===== src/rtl/uart_tx_arbiter.sv =====
// Round-robin arbiter sharing one UART sender between a CPU byte path (req0)
// and a debug path (req1); owns the sender's level trigger and frame timeout.
module uart_tx_arbiter #(
  parameter int TRIG_CYCLES = 4,
  parameter int GAP_CYCLES  = 2,
  parameter int TIMEOUT     = 200000,
  parameter int TO_W        = 18
) (
  input  logic        sysclk,
  input  logic        reset,
  input  logic        req0_valid,
  input  logic [7:0]  req0_data,
  output logic        req0_ready,
  input  logic        req1_valid,
  input  logic [7:0]  req1_data,
  output logic        req1_ready,
  output logic [7:0]  tx_data,
  output logic        tx_trigger,
  output logic        tx_enable,
  input  logic        tx_state,
  input  logic        tx_finish,
  output logic        busy,
  output logic        grant_id,
  output logic        timeout_err,
  output logic        sender_busy,
  output logic [15:0] frame_count,
  output logic [1:0]  dbg_state
);

  // Handshake: a byte moves when reqN_valid && reqN_ready in the same cycle.
  // Ready is only offered in IDLE, to at most one requester per cycle.

  typedef enum logic [1:0] {S_IDLE, S_TRIG, S_WAIT_DONE, S_GAP} state_t;

  localparam int TC_W = $clog2(TRIG_CYCLES + 1);
  localparam int GC_W = $clog2(GAP_CYCLES + 1);
  localparam logic [TO_W-1:0] TO_MAX   = TO_W'(TIMEOUT - 1);
  localparam logic [TC_W-1:0] TRIG_INI = TC_W'(TRIG_CYCLES - 1);
  localparam logic [GC_W-1:0] GAP_INI  = GC_W'(GAP_CYCLES - 1);

  state_t            r_state, w_state_nxt;
  logic [7:0]        r_tx_data, w_tx_data_nxt;
  logic              r_tx_trigger, w_tx_trigger_nxt;
  logic              r_tx_enable;
  logic              r_busy;
  logic              r_grant_id, w_grant_id_nxt;
  logic              r_last_grant, w_last_grant_nxt;
  logic              r_timeout_err, w_timeout_err_nxt;
  logic              r_sender_busy;
  logic [15:0]       r_frame_count, w_frame_count_nxt;
  logic [TC_W-1:0]   r_trig_cnt, w_trig_cnt_nxt;
  logic [GC_W-1:0]   r_gap_cnt, w_gap_cnt_nxt;
  logic [TO_W-1:0]   r_to_cnt, w_to_cnt_nxt, w_to_inc;
  logic              w_idle, w_pick1, w_rdy0, w_rdy1, w_accept;

  // req1 wins when it is alone or when req0 had the previous grant.
  assign w_idle   = (r_state == S_IDLE) && reset;
  assign w_pick1  = req1_valid && (!req0_valid || !r_last_grant);
  assign w_rdy1   = w_idle && w_pick1;
  assign w_rdy0   = w_idle && req0_valid && !w_pick1;
  assign w_accept = w_rdy0 || w_rdy1;
  assign w_to_inc = (r_to_cnt == TO_MAX) ? r_to_cnt : r_to_cnt + 1'b1;

  always_comb begin
    w_state_nxt       = r_state;
    w_tx_data_nxt     = r_tx_data;
    w_tx_trigger_nxt  = r_tx_trigger;
    w_grant_id_nxt    = r_grant_id;
    w_last_grant_nxt  = r_last_grant;
    w_timeout_err_nxt = 1'b0;
    w_frame_count_nxt = r_frame_count;
    w_trig_cnt_nxt    = r_trig_cnt;
    w_gap_cnt_nxt     = r_gap_cnt;
    w_to_cnt_nxt      = r_to_cnt;
    case (r_state)
      S_IDLE: begin
        if (w_accept) begin
          w_tx_data_nxt    = w_rdy1 ? req1_data : req0_data;
          w_grant_id_nxt   = w_rdy1;
          w_last_grant_nxt = w_rdy1;
          w_tx_trigger_nxt = 1'b1;
          w_trig_cnt_nxt   = TRIG_INI;
          w_to_cnt_nxt     = '0;
          w_state_nxt      = S_TRIG;
        end
      end
      S_TRIG: begin
        // A finish seen here belongs to the previous frame.
        w_to_cnt_nxt = w_to_inc;
        if (r_trig_cnt == '0) begin
          w_tx_trigger_nxt = 1'b0;
          w_state_nxt      = S_WAIT_DONE;
        end else begin
          w_trig_cnt_nxt = r_trig_cnt - 1'b1;
        end
      end
      S_WAIT_DONE: begin
        w_to_cnt_nxt = w_to_inc;
        if (tx_finish) begin
          w_frame_count_nxt = r_frame_count + 16'd1;
          w_gap_cnt_nxt     = GAP_INI;
          w_state_nxt       = S_GAP;
        end else if (r_to_cnt == TO_MAX) begin
          w_timeout_err_nxt = 1'b1;
          w_frame_count_nxt = r_frame_count + 16'd1;
          w_gap_cnt_nxt     = GAP_INI;
          w_state_nxt       = S_GAP;
        end
      end
      S_GAP: begin
        if (r_gap_cnt == '0) w_state_nxt = S_IDLE;
        else                 w_gap_cnt_nxt = r_gap_cnt - 1'b1;
      end
      default: w_state_nxt = S_IDLE;
    endcase
  end

  always_ff @(posedge sysclk) begin
    if (!reset) begin
      r_state       <= S_IDLE;
      r_tx_data     <= '0;
      r_tx_trigger  <= 1'b0;
      r_tx_enable   <= 1'b0;
      r_busy        <= 1'b0;
      r_grant_id    <= 1'b0;
      r_last_grant  <= 1'b1;
      r_timeout_err <= 1'b0;
      r_sender_busy <= 1'b0;
      r_frame_count <= '0;
      r_trig_cnt    <= '0;
      r_gap_cnt     <= '0;
      r_to_cnt      <= '0;
    end else begin
      r_state       <= w_state_nxt;
      r_tx_data     <= w_tx_data_nxt;
      r_tx_trigger  <= w_tx_trigger_nxt;
      r_tx_enable   <= 1'b1;
      r_busy        <= (w_state_nxt != S_IDLE);
      r_grant_id    <= w_grant_id_nxt;
      r_last_grant  <= w_last_grant_nxt;
      r_timeout_err <= w_timeout_err_nxt;
      r_sender_busy <= tx_state;
      r_frame_count <= w_frame_count_nxt;
      r_trig_cnt    <= w_trig_cnt_nxt;
      r_gap_cnt     <= w_gap_cnt_nxt;
      r_to_cnt      <= w_to_cnt_nxt;
    end
  end

  assign req0_ready  = w_rdy0;
  assign req1_ready  = w_rdy1;
  assign tx_data     = r_tx_data;
  assign tx_trigger  = r_tx_trigger;
  assign tx_enable   = r_tx_enable;
  assign busy        = r_busy;
  assign grant_id    = r_grant_id;
  assign timeout_err = r_timeout_err;
  assign sender_busy = r_sender_busy;
  assign frame_count = r_frame_count;
  assign dbg_state   = r_state;

endmodule


===== config.mk =====
export PLATFORM = sky130hd
export DESIGN_NAME = uart_tx_arbiter
export DESIGN_NICKNAME = d
export VERILOG_FILES = /design/src/rtl/uart_tx_arbiter.sv
export SDC_FILE = /design/constraint.sdc
export NUM_CORES = 1
export LEC_CHECK = 0
export BUFFER_PORTS_ARGS = -buffer_cell sky130_fd_sc_hd__buf_4
export CAP_MARGIN = 20
export CORE_UTILIZATION = 37
export DETAILED_ROUTE_END_ITERATION = 7
export PLACE_DENSITY = 0.55
export SLEW_MARGIN = 20
export SYNTH_ARGS = -nofsm -noshare
export SYNTH_HDL_FRONTEND = slang
export SYNTH_SLANG_ARGS = --single-unit

===== constraint.sdc =====
create_clock -name sysclk -period 4.1 [get_ports sysclk]
set_input_delay 0.41 -clock sysclk [delete_from_list [all_inputs] [get_ports sysclk]]
set_output_delay 0.41 -clock sysclk [all_outputs]
set_load 0.03 [all_outputs]

### After elaboration in Yosys (flattened, before gate mapping)

Index checks and enable logic that the tools add are counted.

| word-level totals | value |
|---|---|
| bits in latches | 0 |
| memory bits (writable) | 0 |
| bits in registers | 56 |
| bits of input ports | 22 |
| memories | 0 |
| output and inout port bits | 34 |
| memory bits (read-only) | 0 |

| cells by class | value |
|---|---|
| $add $sub $neg | 4 |
| bitwise gates (word level) | 2 |
| shifts and indexed selects | 0 |
| $mul | 0 |
| $lt $le $gt $ge | 0 |
| divide/modulo/power cells | 0 |
| equality and inequality tests | 10 |
| muxes and demuxes | 24 |
| reduce and logical (&&, ||, !) cells | 26 |

Operators by type and width:

| cell | count |
|---|---|
| 18-bit 2-to-1 mux | 2 |
| 18-bit one-hot mux with 2 select lines | 1 |
| 16-bit 2-to-1 mux | 2 |
| 18-bit by 1-bit adder with 18-bit output (second input constant) | 1 |
| 18-bit equality test (second input constant) | 1 |
| 16-bit by 1-bit adder with 16-bit output (second input constant) | 1 |
| 2-bit 2-to-1 mux | 8 |
| 3-bit AND reduction | 4 |
| 2-bit inequality test (second input constant) | 5 |
| 2-bit nonzero test | 5 |
| 8-bit 2-to-1 mux | 1 |
| 2-bit one-hot mux with 4 select lines | 1 |
| 3-bit 2-to-1 mux | 2 |
| 3-bit one-hot mux with 2 select lines | 1 |
| 1-bit logical AND | 5 |
| 2-bit equality test (second input constant) | 2 |
| 2-bit logical NOT | 2 |
| 1-bit 2-to-1 mux | 4 |
| 2-bit one-hot mux with 2 select lines | 1 |
| 2-bit AND reduction | 2 |
| 1-bit logical NOT | 3 |
| 3-bit logical NOT | 1 |
| 3-bit inequality test (second input constant) | 1 |
| 3-bit OR reduction | 1 |
| other kinds (7) | 9 |

### Logic depth before layout (Yosys ltp)

Gate-level depths: netlist of the first run.

| logic depth | value |
|---|---|
| depth after elaboration | 9 |
| gate-level depth with buffers | 10 |
| depth with buffers taken out | 7 |

### Least setup slack after synthesis of the first run

No wires, ideal clock.

| timing path | value |
|---|---|
| kind | reg2reg |
| start | register r_state[0] (netlist: dbg_state[0]) |
| end | register r_to_cnt[0] |
| cell stages (with the launch flop) | 9 |
| data required time | 4.030 ns |
| arrival time | 2.196 ns |
| path buffers | 1 |
| slack | 1.834 ns |
| setup time | 0.070 ns |
| period minus slack after synthesis | 2.266 ns |
| path through | dfxtp_1 -> inv_1 -> ha_1 -> nor2b_1 -> nor2_1 -> a31o_2 -> clkbuf_2 -> or3b_2 -> a21oi_1 |

| between the ends | value |
|---|---|
| word-level cells in the longest chain between the ends | 7 |
| elaborated cells on any way between the ends | 14 |

RTL lines:

| item | line | source |
|---|---|---|
| start, declared | 41 | `state_t r_state, w_state_nxt;` |
| start signal, assigned | 134 | `r_state <= w_state_nxt;` |
| 2-bit logical NOT | 57, 75 |  |
| 1-bit logical AND | 57 | `assign w_idle = (r_state == S_IDLE) && reset;` |
| 1-bit logical AND (2 in a row) | 60 | `assign w_rdy0 = w_idle && req0_valid && !w_pick1;` |
| 1-bit logical OR | 61 | `assign w_accept = w_rdy0 \|\| w_rdy1;` |
| 2-bit inequality test (no source line) | -- |  |
| 3-bit AND reduction (no source line) | -- |  |
| end signal, assigned | 146 | `r_to_cnt <= w_to_cnt_nxt;` |
| end, declared | 53 | `logic [TO_W-1:0] r_to_cnt, w_to_cnt_nxt, w_to_inc;` |

Parallel ways exist; a longest one is shown, timed or not.
A chain may end at the register's enable or synchronous reset.

### Worst setup path in the final report of the first run

| timing path | value |
|---|---|
| start | register r_state[0] (netlist: dbg_state[0]) |
| end | register r_to_cnt[17] |

The elaborated chain is that of the path after synthesis.

==> flow_summary_export.csv, run 1 <==
group,metric,value,unit
worst_setup_path,rrSetupSlack,1470,ps
synth,synth-edff-count,0,
synth,async_flop_share,0,%
routing,dr.max_layer_used,"met4",
place,post-place-cells,483,
job,maxCapViolCount,0,
worst_setup_path,worstReg2RegStart,"dbg_state[0]",
cts,htreeDepth,2,
worst_setup_path,crit_buf_inv,1,
finish,area_delta_synth_final,20.0,%
sta,period_share,64.0,%
routing,wl,6540,um
global_route,grt_pass1_wl,11200,um
sta,fin_crit,2630,ps
synth,yosysUniqueCellTypes,49,
routing,met2_length,2960,um
pwr,seqPwrFrac,41.5,%
routing,first_pass_iters,4,
pwr,power_frac_comb,39.0,%
finish,n_antenna_cell,0,
worst_setup_path,crit_path_max_incr_delay,530,ps
synth,syn_inst,345,
pwr,p_clk_share,19.5,%
pwr,p_leak,1.27,nW
sta,rsz0062_at_grt,"false",
global_route,grt_max_degree,34,
cts,clockRootBuffer,"clkbuf_8",
routing,drt-met1-wl,3290,um
worst_setup_path,crit_arrival,2860,ps
synth,seq_area_frac_synth,39.7,%
sta,slew_violations,0,
sta,fmax,381,MHz
routing,drc,0,
routing,viasPerCell,5.41,
cts,clk_path_buf_depth,2,
global_route,gr-usage-all-layers,17.7,%
sta,relSlewSlack,44.3,%
cts,cts.sinks,56,
place,place_hpwl,4530,um
finish,nets,422,
synth,yosys.area.top_type_share,39.7,%
floorplanning,fp.dieH,89.3,um
synth,yosysTopAreaCell,"dfxtp_1",
global_route,gr-total-overflow,0,
floorplanning,initial_utilization,38.5,%
worst_setup_path,critPathTopFamily,"compound AO/OA/AOI/OAI gates",
routing,routedWlPerCell,13.3,um
worst_setup_path,crit_required,4330,ps
floorplanning,core,7330,um^2
synth,yosys-top-cells-area,"dfxtp_1 40%, a21oi_1 6.2%, nor2_1 4.3%",
finish,layout_common_cells,"56 x dfxtp_1, 56 x buf_4, 35 x a21oi_1",
global_route,grt_pass1_vias,2448,
floorplanning,fp.dieArea,7980,um^2
worst_setup_path,slowest_stage,"or4_1",
worst_setup_path,worst-path-max-fanout,26,
routing,drtIter0Drc,124,
pwr,p_per_area,472,nW/um^2
sta,finalSetupViolations,0,
synth,syn_area,2820,um^2
sta,worst_pin_slew,835,ps
hold_path,hold_start,"req1_data[2]",
worst_setup_path,crit_path_start,"dbg_state[0]",
routing,vias,2655,
outcome,outcome,"finished clean",
synth,synthFlopType,"dfxtp_1",
cts,insertion_delay,310,ps
global_route,grt_antenna_before_repair,0,
synth,ys_seq_elements,56,
worst_setup_path,path_class,"reg2reg",
pwr,max-vdd-ir-drop,0.000250,V
floorplanning,ioPinCount,56,
floorplanning,rows,31,
routing,met3WireLength,273,um
cts,ctsResizeCount,0,
sta,hold_violations,0,
cts,clk_transition_reported_paths,100,ps
routing,drt.antenna.violating_nets,0,
pwr,p_sw,0.625,mW
finish,layout.cells.non_filler,491,
cts,cts_made_buffers,5,
cts,cts_tree,"yes",
sta,final.setup.tns,0,ps
pwr,switching_share,39.1,%
hold_path,hold_class,"in2reg",
synth,yosys_warnings,0,
sta,skew,12.4,ps
finish,layout-drive-gt1-share,17.9,%
place,portBuffers,55,
synth,syn_area_per_cell,8.18,um^2
synth,synthesis.nets,376,
cts,cts_setup_buffers,0,
worst_setup_path,cp-start-kind,"register",
worst_setup_path,cp_cell_sequence,"inv_1, ha_1, o211a_1, nor2_1, a31o_2, or4_1, a21oi_1",
pwr,p_int,0.973,mW
floorplanning,die_width,89.3,um
worst_setup_path,endpoint_kind,"register",
place,place.gp.congestion,0.789,
cts,ctsHoldBuffers,0,
-- metal layers --
metal  vias up  track usage, %
li1       1368               -
met1      1224            23.2
met2        61            29.9
met3         2            3.32
met4         0            4.33
met5         -               0
-- cells in the mapped netlist, types with 3 or more instances --
library cell and count:
ha_1 9, nor2_1 32, a21oi_1 35, o31ai_1 11, and3_1 6, nand2_1 26, nor2b_1 3, nand4_1 5
or3_1 14, o21ai_0 23, nand2b_1 6, o221ai_1 8, mux2i_1 3, or4_1 13, clkbuf_1 11, nand3_1 17
o211ai_1 4, buf_2 3, and4_1 6, dfxtp_1 56, inv_1 18
-- power groups by stage --
stage               clock, mW  sequential (mW)  combinational, mW
floorplan                   0            0.751              0.368
detailed placement          0            0.672              0.626
finish                  0.311            0.663              0.624
global route            0.341            0.673              0.700
CTS                     0.324            0.662              0.629
global placement            0            0.671              0.623
-- flip-flops by register name, summed over array words and instances, names as in the netlist --
signal	cells
r_trig_cnt	3
grant_id	1
r_to_cnt	18
tx_data	8
busy	1
timeout_err	1
frame_count	16
tx_trigger	1
r_gap_cnt	2
r_last_grant	1
tx_enable	1
dbg_state	2
sender_busy	1
-- worst reg2reg max path, delay by kind of cell, from the launching register on --
kind / cells / cell delay, ps
AOI/OAI and AO/OA: 3 / 970
DFF: 1 / 360
and+or+nand+nor: 2 / 630
adders and majority gates: 1 / 490
buffers and inverters: 1 / 120
-- layout make-up --
cell class	count	area (um^2)
fillers	740	3940
repair buffers	56	420
multi-input cells	254	1560
flip-flops and latches	56	1120
inverters	18	67.6
clock buffers	8	90.1
well taps	99	124
-- through the flow --
step | hold WS (ps) | power (mW) | cell area, um^2 | utilization, % | worst slack [ps]
after global routing | 298 | 1.71 | 3390 | 46.2 | 1230
after detailed placement | 455 | 1.30 | 3290 | 44.9 | 1450
after floorplan | 438 | 1.12 | 2820 | - | 1830
after CTS | 288 | 1.62 | 3380 | 46.1 | 1430
final | 309 | 1.60 | 3390 | 46.2 | 1470
after global placement | 446 | 1.29 | 3290 | 44.9 | 1560
-- final timing paths --
check	end	depth (start not counted)
max	r_to_cnt[17]	7
min	tx_data[2]	3
max reg2reg	r_to_cnt[17]	7
min reg2reg	grant_id	2
-- kinds of logic (layout without fill, tap and decap cells) --
group / count (synthesis) / after routing / synth area share (%)
adder cells (fa/ha/maj): 9 / 9 / 3.99
buffers and inverters: 35 / 82 / 5.10
AO/OA/AOI/OAI: 94 / 94 / 20.4
flip-flops: 56 / 56 / 39.7
XOR/XNOR: 2 / 2 / 0.621
AND/OR/NAND/NOR: 146 / 146 / 29.0
multiplexers: 3 / 3 / 1.06
(Power assumes the default switching activity.)
==> run 2, diff against run 1 <==
Settings changed: ABC_AREA set to 1, PLACE_DENSITY 0.55 to 0.57.
Clock period 4.1 ns to 2.4 ns, I/O delays scaled along.
==> run 2 against run 1 <==
Compared with the run above:
- clock-buffer cell count down 2
- first-iteration DRC count down 23%
- clock power up 73%
- highest routed layer unchanged
- flip-flop and latch count unchanged
- combinational power up 89%
- global-route usage down 0.68 points
- die area up 15%
- core utilization down 0.24 points
- synthesized cell count up 36%
- largest cell class unchanged
- clock skew down 1.3 ps
==> flow_summary_export.csv, run 2 <==
group,metric,value,unit
outcome,outcome,"finished clean",
synth,yosysMostFrequentCell,"nand2_1",
pwr,p_per_area,728,nW/um^2
synth,async_flop_share,0,%
synth,ys_seq_elements,56,
sta,period_share,87.1,%
floorplanning,ioPinCount,56,
cts,ctsHoldBuffers,0,
floorplanning,initial_utilization,39.0,%
synth,yosysUniqueCellTypes,38,
finish,area_delta_synth_final,17.9,%
floorplanning,rows,33,
finish,largest_reg_flops,18,
floorplanning,fp.dieArea,9210,um^2
floorplanning,core,8380,um^2
cts,cts_tree,"yes",
global_route,grt_antenna_before_repair,0,
finish,nets,554,
synth,synth-edff-count,0,
sta,fin_crit,2090,ps
routing,drt.antenna.violating_nets,0,
worst_setup_path,path_class,"reg2reg",
worst_setup_path,cp_cell_sequence,"inv_1, ha_1, nand2_2, nor2_4, inv_2, nand3_2, nand3_4, clkinv_2, nand2_1, nand2_1, nor2_1",
routing,first_pass_iters,4,
sta,hold_ws,106,ps
finish,n_antenna_cell,0,
worst_setup_path,crit_path_max_incr_delay,420,ps
finish,layout-drive-gt1-share,22.9,%
worst_setup_path,crit_top_cell,"nand2_1",
place,placed_area,3760,um^2
worst_setup_path,crit_arrival,2330,ps
synth,synthFlopType,"dfxtp_1",
sta,final.setup.tns,0,ps
routing,routedWlPerCell,11.9,um
finish,stdcell_area,3850,um^2
sta,hold_violations,0,
sta,rsz0062_at_grt,"false",
worst_setup_path,critPathTopFamily,"simple AND/OR/NAND/NOR gates",
cts,cts_made_buffers,5,
routing,vias,2975,
worst_setup_path,endpoint_kind,"register",
worst_setup_path,worst-path-max-fanout,14,
synth,yosys.area.top_type_share,34.3,%
worst_setup_path,crit_buf_inv,3,
pwr,max-vdd-ir-drop,0.000580,V
job,maxCapViolCount,0,
cts,insertion_delay,310,ps
routing,wl,7460,um
sta,finalSetupViolations,0,
cts,clk_path_buf_depth,2,
cts,ctsResizeCount,0,
global_route,gr-usage-all-layers,17.0,%
sta,skew,11.1,ps
place,place.gp.congestion,0.816,
synth,synthesis.nets,501,
sta,fmax,478,MHz
routing,viasPerCell,4.74,
finish,layout_common_cells,"112 x nand2_1, 82 x nor2_1, 60 x buf_4",
hold_path,hold_class,"in2reg",
routing,drtIter0Drc,96,
place,portBuffers,55,
global_route,grt_max_degree,26,
synth,syn_inst,470,
synth,yosys_warnings,0,
pwr,p_leak,1.55,nW
worst_setup_path,crit_required,2640,ps
floorplanning,fp.dieH,96.0,um
worst_setup_path,slowest_stage,"dfxtp_1",
global_route,grt_pass1_vias,2696,
sta,worst_pin_slew,485,ps
sta,slew_violations,0,
global_route,gr-total-overflow,0,
floorplanning,die_width,96.0,um
synth,yosysTopAreaCell,"dfxtp_1",
synth,yosys-top-cells-area,"dfxtp_1 34%, nand2_1 13%, nor2_1 9.4%",
synth,synthTopCellsByCount,"112 x nand2_1, 82 x nor2_1, 56 x dfxtp_1",
global_route,grt_pass1_wl,12400,um
cts,htreeDepth,2,
cts,cts_setup_buffers,0,
cts,clk_transition_reported_paths,100,ps
finish,layout_commonest_cell,"nand2_1",
synth,syn_area,3270,um^2
cts,cts.sinks,56,
routing,drc,0,
sta,relSlewSlack,67.6,%
cts,clockRootBuffer,"clkbuf_8",
synth,seq_area_frac_synth,34.3,%
worst_setup_path,cp-start-kind,"register",
finish,fillers,869,
synth,syn_area_per_cell,6.95,um^2
finish,top_register,"r_to_cnt",
place,place_hpwl,5470,um
## run 2: cell types whose count changed after synthesis, sizes merged, moves of 11 or more
cell | before | now
or4 | 13 | 0
or3 | 14 | 0
nor2 | 32 | 84
nand3 | 17 | 28
o21ai | 24 | 12
inv | 18 | 47
xor2 | 1 | 17
nand2 | 26 | 135
o31ai | 11 | 0
## run 2: power by group
group | total [mW] | switching (mW) | internal (mW)
Sequential | 1.09 | 0.0598 | 1.03
Clock | 0.538 | 0.307 | 0.231
Combinational | 1.18 | 0.809 | 0.370
Total | 2.80 | 1.18 | 1.63
## run 2: path summary, 6_finish.rpt
kind                                    from          end  slack (ps)  cells past startpoint
worst max-delay path            dbg_state[0]  r_to_cnt[1]         310                     11
worst min-delay path                tx_state  sender_busy         110                      3
worst max register to register  dbg_state[0]  r_to_cnt[1]         310                     11
worst min register to register    tx_trigger   tx_trigger         470                      2
## run 2: final cells by class
| cell class | instances | area, um^2 | area share [%] |
|---|---|---|---|
| clock buffer | 6 | 82.6 | 2.14 |
| tap | 105 | 131 | 3.41 |
| multi-input combinational | 352 | 1870 | 48.6 |
| inverter | 48 | 186 | 4.84 |
| timing repair buffer | 60 | 450 | 11.7 |
| clock inverter | 1 | 8.76 | 0.227 |
| sequential | 56 | 1120 | 29.1 |
## run 2: worst reg2reg max path, delay by kind of cell, from the launching register on
| family | cells | cell delay (ps) |
|---|---|---|
| adder cells (fa/ha/maj) | 1 | 280 |
| buffers and inverters | 3 | 530 |
| flip-flops | 1 | 420 |
| AND/OR/NAND/NOR | 7 | 800 |
## run 2: layer usage
| metal | vias up | share of wire, % | track usage [%] |
|---|---|---|---|
| li1 | 1600 | - | - |
| met1 | 1330 | 49 | 22.6 |
| met2 | 40 | 48 | 28.6 |
| met3 | 5 | 2.5 | 2.92 |
| met4 | 0 | 0.84 | 3.73 |
| met5 | - | 0 | 0 |
## run 2: metrics by stage
stage | utilization, % | std cells | power [mW] | setup WS, ps
detailed placement | 44.9 | 621 | 2.29 | 321
global placement | 44.9 | 621 | 2.29 | 405
floorplan | - | 470 | 1.99 | 431
global route | 46.0 | 628 | 3.00 | 109
CTS | 46.0 | 628 | 2.84 | 279
finish | 46.0 | 628 | 2.80 | 310
## run 2: cells by family (layout without fill, tap and decap cells)
| kind of cell | Yosys count | in the layout | share of synthesized area [%] |
|---|---|---|---|
| DFF | 56 | 56 | 34.3 |
| and+or+nand+nor | 265 | 265 | 36.0 |
| AOI/OAI and AO/OA | 55 | 55 | 11.7 |
| buffers and inverters | 62 | 115 | 8.39 |
| xor gates and xnor gates | 23 | 23 | 6.17 |
| adders and majority gates | 9 | 9 | 3.45 |
